**src/rtl/riscv_pkg.sv**
```systemverilog
// Shared types for the memory arbiter: FSM states, requester identity, data width.
package riscv_pkg;

    localparam int XLEN = 32;

    // ifetch is always a full 32-bit word access
    localparam logic [2:0] SIZE_WORD = 3'b010;

    typedef enum logic [2:0] {
        IDLE,
        REQ_IF,
        REQ_D,
        RSP_IF,
        RSP_D
    } arb_state_t;

    typedef enum logic {
        ARB_IF,
        ARB_D
    } arb_owner_t;

endpackage

```
**src/rtl/mem_arbiter.sv**
```systemverilog
// Arbitrates ifetch and data ports onto one memory port, one transaction in flight.
// Define MEM_ARB_RR_EN for round-robin; default is data priority with ifetch starvation override.
module mem_arbiter
    import riscv_pkg::*;
#(
    parameter int MAX_WAIT = 8
) (
    input  logic            clk,
    input  logic            reset_n,
    input  logic            if_req_i,
    input  logic [XLEN-1:0] if_adr_i,
    output logic            if_gnt_o,
    output logic            if_rvalid_o,
    output logic [31:0]     if_rdata_o,
    input  logic            d_req_i,
    input  logic [XLEN-1:0] d_adr_i,
    input  logic            d_we_i,
    input  logic [XLEN-1:0] d_wdata_i,
    input  logic [2:0]      d_size_i,
    output logic            d_gnt_o,
    output logic            d_rvalid_o,
    output logic [XLEN-1:0] d_rdata_o,
    output logic            m_req_o,
    output logic [XLEN-1:0] m_adr_o,
    output logic            m_we_o,
    output logic [XLEN-1:0] m_wdata_o,
    output logic [2:0]      m_size_o,
    input  logic            m_gnt_i,
    input  logic            m_rvalid_i,
    input  logic [XLEN-1:0] m_rdata_i
);

    arb_state_t      r_state, w_state_nxt;
    logic            w_arb, w_sel_if;
    logic            r_m_req, r_m_we;
    logic [XLEN-1:0] r_m_adr, r_m_wdata;
    logic [2:0]      r_m_size;

`ifdef MEM_ARB_RR_EN
    // Owner that wins the next conflict; flipped after every arbitration
    arb_owner_t r_rr_prio;

    assign w_sel_if = if_req_i && (!d_req_i || (r_rr_prio == ARB_IF));

    always_ff @(posedge clk) begin
        if (!reset_n)
            r_rr_prio <= ARB_D;
        else if (w_arb)
            r_rr_prio <= w_sel_if ? ARB_D : ARB_IF;
    end
`else
    localparam int CW = $clog2(MAX_WAIT + 1);
    logic [CW-1:0] r_starve;

    assign w_sel_if = if_req_i && (!d_req_i || (r_starve == CW'(MAX_WAIT)));

    always_ff @(posedge clk) begin
        if (!reset_n)
            r_starve <= '0;
        else if (w_arb) begin
            if (w_sel_if)
                r_starve <= '0;
            else if (if_req_i && (r_starve != CW'(MAX_WAIT)))
                r_starve <= r_starve + CW'(1);
        end
    end
`endif

    always_comb begin
        w_state_nxt = r_state;
        w_arb       = 1'b0;
        case (r_state)
            IDLE: begin
                if (if_req_i || d_req_i) begin
                    w_arb       = 1'b1;
                    w_state_nxt = w_sel_if ? REQ_IF : REQ_D;
                end
            end
            REQ_IF:  if (m_gnt_i)    w_state_nxt = RSP_IF;
            REQ_D:   if (m_gnt_i)    w_state_nxt = RSP_D;
            RSP_IF:  if (m_rvalid_i) w_state_nxt = IDLE;
            RSP_D:   if (m_rvalid_i) w_state_nxt = IDLE;
            default: w_state_nxt = IDLE;
        endcase
    end

    always_ff @(posedge clk) begin
        if (!reset_n) begin
            r_state   <= IDLE;
            r_m_req   <= 1'b0;
            r_m_adr   <= '0;
            r_m_we    <= 1'b0;
            r_m_wdata <= '0;
            r_m_size  <= '0;
        end else begin
            r_state <= w_state_nxt;
            r_m_req <= (w_state_nxt == REQ_IF) || (w_state_nxt == REQ_D);
            // Fields are captured only at arbitration, so they stay frozen through REQ/RSP
            if (w_arb) begin
                r_m_adr   <= w_sel_if ? if_adr_i : d_adr_i;
                r_m_we    <= w_sel_if ? 1'b0 : d_we_i;
                r_m_wdata <= w_sel_if ? '0 : d_wdata_i;
                r_m_size  <= w_sel_if ? SIZE_WORD : d_size_i;
            end
        end
    end

    assign m_req_o   = r_m_req;
    assign m_adr_o   = r_m_adr;
    assign m_we_o    = r_m_we;
    assign m_wdata_o = r_m_wdata;
    assign m_size_o  = r_m_size;

    assign if_gnt_o    = reset_n && (r_state == REQ_IF) && m_gnt_i;
    assign d_gnt_o     = reset_n && (r_state == REQ_D)  && m_gnt_i;
    assign if_rvalid_o = reset_n && (r_state == RSP_IF) && m_rvalid_i;
    assign d_rvalid_o  = reset_n && (r_state == RSP_D)  && m_rvalid_i;
    assign if_rdata_o  = if_rvalid_o ? m_rdata_i[31:0] : 32'h0;
    assign d_rdata_o   = (d_rvalid_o && !r_m_we) ? m_rdata_i : '0;

endmodule

```
**config.mk**
```make
export PLATFORM = sky130hd
export DESIGN_NAME = mem_arbiter
export DESIGN_NICKNAME = d
export VERILOG_FILES = /design/src/rtl/riscv_pkg.sv /design/src/rtl/mem_arbiter.sv
export SDC_FILE = /design/constraint.sdc
export NUM_CORES = 1
export LEC_CHECK = 0
export CORE_ASPECT_RATIO = 1.4
export CORE_MARGIN = 10
export CORE_UTILIZATION = 34
export DETAILED_ROUTE_END_ITERATION = 7
export PLACE_DENSITY_LB_ADDON = 0.08
export SYNTH_ARGS = -nofsm -noshare
export SYNTH_HDL_FRONTEND = slang
export SYNTH_SLANG_ARGS = --single-unit
```
**constraint.sdc**
```tcl
create_clock -name clk -period 1.73 [get_ports clk]
set_input_delay 0.2595 -clock clk [delete_from_list [all_inputs] [get_ports clk]]
set_output_delay 0.2595 -clock clk [all_outputs]
set_load 0.05 [all_outputs]
```
Word level (Yosys, flattened, before mapping)
Index checks and enable logic that the tools add are counted.
{"block": "totals", "wordCells": 52, "ff_bits": 76, "out_inout_bits": 137}
{"block": "op_classes", "mux": 16, "n_reduce_logical": 20, "eq_ne": 8, "n_addsub": 1}
{"cell": "$mux 32", "n": 4}
{"cell": "$mux 3", "n": 5}
{"cell": "$pmux 3 s4", "n": 1}
{"cell": "$logic_and 1x1->1", "n": 11}
{"cell": "$eq 3x2->1 const B", "n": 3}
{"cell": "$mux 4", "n": 2}
{"cell": "$eq 3x1->1 const B", "n": 2}
{"cell": "$add 4x1->4 const B", "n": 1}
{"cell": "$eq 4x4->1 const B", "n": 1}
{"cell": "$ne 4x4->1 const B", "n": 1}
{"cell": "$eq 3x3->1 const B", "n": 1}
{"cell": "$logic_not 3->1", "n": 1}
{"cell": "$logic_or 1x1->1", "n": 3}
{"cell": "$mux 1", "n": 3}
{"cell": "$logic_not 1->1", "n": 2}
{"cell": "$mux 2", "n": 1}
{"cell": "$reduce_and 2->1", "n": 1}
{"cell": "$reduce_bool 2->1", "n": 1}
{"cell": "$reduce_or 2->1", "n": 1}

Depth between registers and ports, before layout
{"block": "depth", "depth_word": 8, "depth_mapped": 8, "mapped_depth_nobuf": 6}

Worst setup path before layout
No wires, ideal clock.
{"block": "synth_path", "kind": "reg2out", "start": "reg r_state[1]", "end": "out if_rdata_o[22]", "arrival_time_ns": 1.979, "stages_incl_launch_ff": 6, "path_buffers": 2, "slack_ns": -0.509, "cell_sequence": "dfxtp_1 buf_4 and3_1 nor3b_2 clkbuf_1 and2_1"}
{"block": "synth_between", "elab_chain_len": 4}
{"item": "start: declaration", "line_no": "mem_arbiter.sv:33", "rtl": "arb_state_t r_state, w_state_nxt;"}
{"item": "start signal: assignment", "line_no": "mem_arbiter.sv:96", "rtl": "r_state <= w_state_nxt;"}
{"item": "$eq 3x2->1", "line_no": "mem_arbiter.sv:116", "rtl": "assign if_rvalid_o = reset_n && (r_state == RSP_IF) && m_rvalid_i;"}
{"item": "$logic_and 1x1->1 (2 in series)", "line_no": "mem_arbiter.sv:116"}
{"item": "via if_rvalid_o", "line_no": "mem_arbiter.sv:13", "rtl": "output logic if_rvalid_o,"}
{"item": "$mux 32", "line_no": "mem_arbiter.sv:118", "rtl": "assign if_rdata_o = if_rvalid_o ? m_rdata_i[31:0] : 32'h0;"}
{"item": "end: declaration", "line_no": "mem_arbiter.sv:14", "rtl": "output logic [31:0] if_rdata_o,"}
The timed path passes the listed nets, and every way through them passes these cells.

Worst setup path in the final report
{"block": "layout_path", "start": "reg r_state[0]", "end": "out d_rdata_o[22]"}
{"block": "layout_between", "elab_chain_len": 5}
{"item": "$eq 3x3->1", "line_no": "mem_arbiter.sv:117", "rtl": "assign d_rvalid_o = reset_n && (r_state == RSP_D) && m_rvalid_i;"}
{"item": "$logic_and 1x1->1 (2 in series)", "line_no": "mem_arbiter.sv:117"}
{"item": "$logic_and 1x1->1", "line_no": "mem_arbiter.sv:119", "rtl": "assign d_rdata_o = (d_rvalid_o && !r_m_we) ? m_rdata_i : '0;"}
{"item": "$mux 32", "line_no": "mem_arbiter.sv:119"}
{"item": "end: declaration", "line_no": "mem_arbiter.sv:22", "rtl": "output logic [XLEN-1:0] d_rdata_o,"}
No other way between the ends.

==> run metrics <==
outcome complete, but fails checks; failing checks setup timing; Inserted Clock Buffers 9; Crit Reg-Reg Startpoint r_state[2]; initial core utilization a little over a third; Rel. slew slack 71.61%; fmax approximately 520 MHz; Peak VDD IR 0.8479 mV; RSZ-0062 raised after global routing true; Initial DRC Count between 150 and 200; GRT Util Overall 23.74%; final hold viol count 0; Hold Crit Start m_size_o[2]; Internal Power 4.115 mW; Async S/R FF share, synth 0%; Final Util 81.07%; htree depth 3; switching share of power 35.71%; PD cells 788.8 nW/um^2; part of the power in combinational logic ~38%; Final TNS setup -11.16 ns; Seq pwr share 32.0%; total global routing overflow 0; vias in the first global route 4247; CP Launch Type flop; net switching power of the design 2.285 mW; Remaining DRCs 0; global-route wire length before repair 27070 um; total number of vias 4312; hold buffer count at CTS 0; Vias/cell 5.091; Yosys warning total 0; placer congestion estimate between 0.8 and 0.9; max-cap violation count 0; required time worst endpoint between 1 and 1.5 ns; Crit Reg-Reg Endpoint m_adr_o[18]; std cell rows 43; largest cells by area after synthesis dfxtp_1 (43%), and2_1 (12%), mux2i_1 (9.4%); synthesized net count 538; fin crit period 1.934 ns; FF-to-FF path depth 8; FILL cells 608; root buffer cell clkbuf_16; wire per inst approximately 24 um; Syn Std Cell Area between 3000 and 4000 um^2; Gate Count Post-Synth between 300 and 400; #FFs+latches synth 76; core footprint ~10000 um^2; WHS 0.5126 ns; total clock sinks 76; Syn Area/Cell 8.809 um^2; most frequent cells in the layout clkdlybuf4s50_1 (135), buf_4 (91), buf_12 (75), dfxtp_1 (71), and2_4 (64); cell taking the most area after synthesis dfxtp_1; clk_lat worst skew 0.34 ns; final worst clock skew 0.01823 ns; Synth top area share a little over two fifths; commonest non-fill, non-tap cell in the layout clkdlybuf4s50_1; initial antenna violation count 2; WS Path Type reg -> out; share of cells above drive strength 1 43.72%; number of library cell types mapped by synthesis 35; Leak 3.372 nW; die area between 10000 and 15000 um^2; pin count of the biggest net entering global routing 43; drt pass-1 iters 4; Area Overhead vs Synth 131.4%; Die X ~110 um; Clock transition at path regs approximately 0.06 ns; Seq/Total Area, Yosys 43.40%; final worst path period share 111.8%; post-route cell area 8113 um^2; final net count 844; clock network power share 30.4%; Hold Path Depth 2; Slew Viols, Final 0; Detailed Place HPWL 14570 um; Crit Path Max Fanout 8; final WL ~20000 um; I/O pin count 275; die height 140.2 um; Main synth FF type dfxtp_1; Min-Delay Endpoint m_size_o[2]; CTS max path bufs 2; Port Buffer Count 274; post-route ant nets 0; Setup WS post-layout -0.2041 ns; number of synthesized flops with an enable pin 0; Setup violations, final 84; CTS tree built; Worst Max-Slew Pin Slew 0.4258 ns; CP arrival approximately 1.7 ns; Setup crit end kind output pin; worst hold path type reg -> reg; reg2reg setup slack -0.04 ns; Cell Area, Placed 7111 um^2
[power groups by stage]
stage	sequential, mW	clock (mW)	combinational [mW]
floorplan	2.67	0	0.545
global placement	2.06	0	1.99
detailed placement	2.07	0	2.02
CTS	2.03	1.96	2.08
global route	2.06	2.04	2.51
finish	2.04	1.95	2.41
[Yosys cell counts (2+ instances only)]
cell      number
buf_4         10
mux2i_1       33
nand2_1        5
nor3b_1        2
nand3b_1       4
inv_1          4
nand3_1        5
nor3_1         3
and2_1        66
clkbuf_1      18
dfxtp_1       76
o21ai_1       14
ha_1           2
a21oi_1       37
a22oi_1       35
o21ai_0       21
buf_2          4
nor2_1        41
o211ai_1       2
[kinds of logic (layout without fill, tap and decap cells)]
| kind of cell | count (synthesis) | count (layout) | synth area share [%] |
|---|---|---|---|
| flops | 76 | 76 | 43.40 |
| buf+inv | 38 | 349 | 5.496 |
| simple gates | 134 | 134 | 21.38 |
| mux | 33 | 33 | 9.422 |
| fa+ha+maj | 2 | 2 | 0.7137 |
| other cells | 0 | 3 | 0 |
| compound gates | 115 | 115 | 19.59 |
[timing repair]
| action | in CTS | in global routing |
|---|---|---|
| pin swaps | 17 | 29 |
| endpoints found under the setup margin | 69 | 138 |
| resized for setup | 77 | 45 |
| gates cloned | 4 | 11 |
| buffers inserted | 10 | 13 |
[stage by stage]
| step | power [mW] | cells | worst slack, ns |
|---|---|---|---|
| after CTS | 6.068 | 826 | -0.2363 |
| after detailed placement | 4.099 | 796 | -0.3079 |
| after global routing | 6.622 | 846 | -0.2787 |
| final | 6.400 | 847 | -0.2041 |
| after global placement | 4.058 | 796 | -0.2729 |
| after floorplan | 3.218 | 398 | -0.3367 |
[worst max path at each step]
stage,start,end,slack (ns),cells past startpoint
after detailed placement,m_rvalid_i,if_rdata_o[0],-0.31,6
after global routing,r_state[0],d_rdata_o[22],-0.28,6
after CTS,r_state[2],d_rdata_o[18],-0.24,7
final,r_state[0],d_rdata_o[22],-0.20,6
after global placement,m_rvalid_i,if_rdata_o[1],-0.27,6
after floorplan,reset_n,d_gnt_o,-0.34,3
[state kept, by name, indices dropped and copies added, names as in the netlist]
| signal | cells |
|---|---|
| m_adr_o | 32 |
| r_starve | 4 |
| m_wdata_o | 32 |
| m_req_o | 1 |
| m_size_o | 3 |
| m_we_o | 1 |
| r_state | 3 |
[layout make-up]
| type | count | area (um^2) | area share [%] |
|---|---|---|---|
| diodes | 3 | 7.507 | 0.09254 |
| clock inverters | 7 | 80.08 | 0.9870 |
| well taps | 135 | 168.9 | 2.082 |
| flip-flops and latches | 76 | 1535 | 18.92 |
| clock buffers | 9 | 225.2 | 2.776 |
| repair buffers | 328 | 3943 | 48.60 |
| inverters | 5 | 21.27 | 0.2622 |
| multi-input cells | 284 | 2132 | 26.28 |
[critical path: stages, from the launching register on]
cell and delay, ns:
dfxtp_4 0.35, buf_6 0.12, nor4_4 0.27, buf_6 0.18, clkbuf_16 0.15, and2_4 0.15
buf_12 0.14
[routing by layer]
| layer | part of all wire [%] | GRT usage, % |
|---|---|---|
| met2 | 52 | 42.59 |
| met3 | 8.1 | 8.081 |
| met4 | 5.2 | 10.86 |
| met1 | 35 | 24.03 |
| met5 | 0 | 0 |
No activity file was read; power rests on OpenSTA's default activity.
